## config.mk

```make
export PLATFORM = sky130hd
export DESIGN_NAME = store_queue
export DESIGN_NICKNAME = d
export VERILOG_FILES = /design/src/rtl/store_queue.sv
export SDC_FILE = /design/constraint.sdc
export NUM_CORES = 1
export LEC_CHECK = 0
export CAP_MARGIN = 20
export CORE_MARGIN = 2
export CORE_UTILIZATION = 30
export DETAILED_ROUTE_END_ITERATION = 10
export HOLD_SLACK_MARGIN = 0.08
export PLACE_DENSITY_LB_ADDON = 0.05
export SETUP_SLACK_MARGIN = 0.05
export SYNTH_ARGS = -nofsm -noshare
export SYNTH_HDL_FRONTEND = slang
export SYNTH_SLANG_ARGS = --single-unit
```

## constraint.sdc

```tcl
create_clock -name clk -period 8.5 [get_ports clk]
set_input_delay 1.7 -clock clk [delete_from_list [all_inputs] [get_ports clk]]
set_output_delay 1.7 -clock clk [all_outputs]
set_load 0.1 [all_outputs]
```

## src/rtl/store_queue.sv

```systemverilog
// Purpose: in-order store buffer between the never-stalling core store port and the data memory / MMIO bus.
// Latency: a store sampled at edge N is presented at the head after edge N (no same-cycle passthrough).
// Backpressure: none towards the core; stores arriving on a full queue with no pop are dropped and counted.
module store_queue #(
    parameter int DEPTH = 8,
    parameter int AW    = 32,
    parameter int DW    = 32
) (
    input  logic                       clk,
    input  logic                       rst,
    input  logic                       mem_we,
    input  logic [AW-1:0]              mem_addr,
    input  logic [DW-1:0]              mem_data,
    output logic                       out_valid,
    input  logic                       out_ready,
    output logic [AW-1:0]              out_addr,
    output logic [DW-1:0]              out_data,
    output logic [$clog2(DEPTH):0]     count,
    output logic                       full,
    output logic                       empty,
    output logic                       overflow,
    output logic [7:0]                 drop_cnt,
    input  logic                       ovf_clr
);

    localparam int PW = $clog2(DEPTH);
    localparam int CW = PW + 1;

    typedef struct packed {
        logic [AW-1:0] addr;
        logic [DW-1:0] data;
    } entry_t;

    entry_t          entries [DEPTH];
    logic [PW-1:0]   wr_ptr;
    logic [PW-1:0]   rd_ptr;
    logic            pop;
    logic            push;
    logic            drop;
    entry_t          head;

    // Status flags come only from the registered occupancy, never from mem_we.
    assign full      = (count == CW'(DEPTH));
    assign empty     = (count == '0);
    assign out_valid = !empty;

    assign pop  = out_valid & out_ready;
    assign push = mem_we & (!full | pop);
    assign drop = mem_we & full & !pop;

    // Head is read from storage indexed by the registered read pointer; forced to zero while empty.
    always_comb begin
        head     = entries[rd_ptr];
        out_addr = '0;
        out_data = '0;
        if (!empty) begin
            out_addr = head.addr;
            out_data = head.data;
        end
    end

    // Entry storage: written on accepted pushes only, deliberately left unreset.
    always_ff @(posedge clk) begin
        if (push) begin
            entries[wr_ptr] <= '{addr: mem_addr, data: mem_data};
        end
    end

    // Pointers and occupancy; pointers wrap naturally at DEPTH since DEPTH is a power of two.
    always_ff @(posedge clk or posedge rst) begin
        if (rst) begin
            wr_ptr <= '0;
            rd_ptr <= '0;
            count  <= '0;
        end else begin
            if (push) begin
                wr_ptr <= wr_ptr + PW'(1);
            end
            if (pop) begin
                rd_ptr <= rd_ptr + PW'(1);
            end
            if (push && !pop) begin
                count <= count + CW'(1);
            end else if (pop && !push) begin
                count <= count - CW'(1);
            end
        end
    end

    // Loss reporting: a drop in the same cycle as a clear wins and restarts the tally at one.
    always_ff @(posedge clk or posedge rst) begin
        if (rst) begin
            overflow <= 1'b0;
            drop_cnt <= '0;
        end else if (drop) begin
            overflow <= 1'b1;
            if (ovf_clr) begin
                drop_cnt <= 8'd1;
            end else if (drop_cnt != 8'hFF) begin
                drop_cnt <= drop_cnt + 8'd1;
            end
        end else if (ovf_clr) begin
            overflow <= 1'b0;
            drop_cnt <= '0;
        end
    end

endmodule

```

==> key figures <==
Finish
  – Sequential cell area: 15900 µm²
  – Multi-input combinational cell area: 4420 µm²
  – Layout cells sized above 1: between 20 and 25%
  – Commonest non-fill, non-tap cells in the layout: 512 x edfxtp_1, 148 x clkdlybuf4s50_1, 128 x mux4_2
  – Area grow syn2layout: 22.3%
  – Diodes inserted: 0
  – Nets: 1193
  – FILL cells: slightly above 6000
  – Leading cell type in the layout, fill and taps excluded: edfxtp_1
  – Non-filler cells, final: 2039

Detailed routing
  – DR iter-0 viols: between 400 and 500
  – DRT Pass-1 Iters: 4
  – Drt wl/cell: about 24 µm
  – Routed vias/inst: 4.67
  – Residual DRC: 0
  – Final ANT Viol Nets: 0
  – Vias: approximately 9500
  – Post-Route WL: 48600 µm

Setup path
  – Crit Reg-Reg Startpoint: count[0]$_DFFE_PP0P_
  – R2R depth: 10
  – Reg-to-reg slack, setup: between 4 and 5 ns
  – Startpoint types: flip-flop
  – Crit path buffers/inverters: 2
  – Reg2Reg Capture Point: count[3]$_DFFE_PP0P_
  – CP arrival: slightly above 4 ns
  – Slowest stage delay, CP: roughly 1.2 ns
  – Worst setup path class: flip-flop to output pin
  – Critical Path End Type: output pin
  – Worst-path maximum fanout: 50
  – Worst EP required: roughly 7 ns
  – CP max-delay cell: clkdlybuf4s50_1
  – Critical Path, Cell by Cell: buf_4 -> mux4_2 -> mux2i_1 -> nor2_1 -> clkdlybuf4s50_1
  – CP top delay family: buffers and inverters

Hold path
  – WHS Endpoint: overflow$_DFFE_PP0P_
  – Hold Startpoint: overflow$_DFFE_PP0P_
  – Hold WC Path Type: flip-flop to flip-flop
  – Hold path depth: 2

Floorplan
  – Chip height: 265 µm
  – Row cnt: 95
  – Initial Utilization: between 30 and 40%
  – I/O pin count: about 150
  – Die width: 265 µm
  – Core area: between 60000 and 70000 µm²
  – Total die area: around 70000 µm²

Yosys
  – Top_reg_cell synth: edfxtp_1
  – Syn Std Cell Area: a little over 20000 µm²
  – Seq/Total Area, Yosys: 77.6%
  – Post-Syn Instances: just over 900
  – Library cells used by synthesis: 40
  – Post-synth EDFFs: ~510
  – Mapped Avg Cell Area: approximately 22 µm²
  – Yosys warns: 0
  – Share of the synthesized area in the top cell type: between 70% and 80%
  – Synthesized net count: around 1000
  – Top post-synthesis cells by area: edfxtp_1 75%, mux4_2 14%, mux2i_1 3.2%
  – Synthesis-stage register bit count: ~530
  – Async SR Flop Fraction: approximately 3.6%
  – Area leader, netlist: edfxtp_1

Clock network
  – Post-CTS sizing: 0
  – CTS Buffer Depth: 3
  – Clk sinks: 531
  – Clock Latency Late Sink: slightly above 0.6 ns
  – Clk slew on worst S/H paths: around 0.06 ns
  – Depth of the CTS H-tree: 2
  – Hold Buf Count CTS: 0
  – CTS Buf Count: 58
  – CTS root buf: clkbuf_16
  – CTS tree: built
  – # Post-CTS Setup Buffers: 0

Timing
  – Clock Skews: 0.0263 ns
  – Min Tclk post-route: approximately 5.8 ns
  – Fin Setup TNS: 0 ns
  – Endpoints failing setup: 0
  – Pins Over Slew Limit: 0
  – Final Hold Viols: 0
  – Achievable frequency: ~170 MHz
  – Worst rel slew slack: roughly 28%
  – Worst Max-Slew Pin Slew: about 1.1 ns
  – RSZ-0062 raised after global routing: false
  – Tcrit/Tclk final: between 60 and 70%

GRT
  – Largest net degree at the start of global routing: 51
  – Number of global-route vias before repair: around 11000
  – Initial antenna violation count: 3
  – Remaining Overflow, GRT: 0
  – First-pass GRT wire length: 72200 µm
  – GR Util All Layers: ~14%

Place
  – IO Port Bufs: between 100 and 150
  – GP Congestion: ~0.67
  – HPWL Detailed: 25600 µm
  – Placed Instances: around 1900

Status
  – Status: completed

Job
  – # Max-Cap Violations: 0
## per-stage QoR
step	instance area [µm²]	utilization (%)	setup WS [ns]	hold slack [ns]
finish	25000	37.2	2.67	0.528
global route	25000	37.2	2.39	0.568
CTS	25000	37.1	2.46	0.532
detailed placement	23100	34.3	3.13	0.524
global placement	23100	34.3	3.11	0.515
floorplan	20400	-	1.51	0.489
## final cells by class
cell class | count | area share (%)
Sequential cell | 531 | 63.4
Multi-Input combinational cell | 344 | 17.7
Timing Repair Buffer | 174 | 6.86
Clock buffer | 73 | 6.16
Tap cell | 873 | 4.37
Clock inverter | 36 | 1.34
Inverter | 8 | 0.140
## logic make-up after synthesis
family	synth area share (%)
AOI/OAI and AO/OA	0.631
xor gates and xnor gates	0.214
adders and majority gates	0.465
buffers and inverters	1.11
DFF	77.6
muxes	17.5
and+or+nand+nor	2.57
## layer usage
layer | global-route usage (%) | part of all wire, % | vias up
met5 | 0 | 0.064 | -
met4 | 3.94 | 1.9 | 6
met3 | 2.71 | 3.9 | 73
met2 | 23.8 | 50 | 162
met1 | 18.5 | 45 | 5063
li1 | - | - | 4226
## worst register-to-register path: cells and delay by family, from the launching register on
family                   cells  cell delay, ns
adder cells (fa/ha/maj)      2            0.51
AND/OR/NAND/NOR              1            0.59
buffers and inverters        2            0.35
flip-flops                   1            0.46
AO/OA/AOI/OAI                5            1.49
## registers in the layout, indices dropped and copies added, names as in the netlist
| signal | cells |
|---|---|
| entries | 512 |
| drop_cnt | 8 |
| count | 4 |
| rd_ptr | 3 |
| wr_ptr | 3 |
| overflow | 1 |
## synthesized netlist by cell type, drive strengths merged, types with 2 or more instances
library cell / instances
nand3: 6
nor2: 74
a21oi: 5
o21ai: 5
ha: 6
nand2: 13
buf: 24
mux4: 128
or4: 4
clkbuf: 21
mux2i: 65
inv: 7
dfrtp: 19
nor3: 4
nand2b: 3
mux2: 3
o31ai: 2
a31oi: 2
nand4: 3
xnor2: 5
edfxtp: 512
and4: 2
## worst max path at each step
stage                                startpoint                      end  slack [ns]  cells after the start
after floorplan                       out_ready  entries[0][0]$_DFFE_PP_        1.51                      4
after global placement    rd_ptr[1]$_DFFE_PP0P_             out_data[29]        3.11                      5
after detailed placement  rd_ptr[1]$_DFFE_PP0P_             out_data[29]        3.13                      5
after CTS                 rd_ptr[1]$_DFFE_PP0P_             out_data[29]        2.46                      5
after global routing      rd_ptr[1]$_DFFE_PP0P_             out_data[13]        2.39                      5
final                     rd_ptr[1]$_DFFE_PP0P_             out_data[13]        2.67                      5
Power is left out: the tool's default activity adds up to more than one toggle a clock period on the data nets, which glitch-free logic cannot reach.
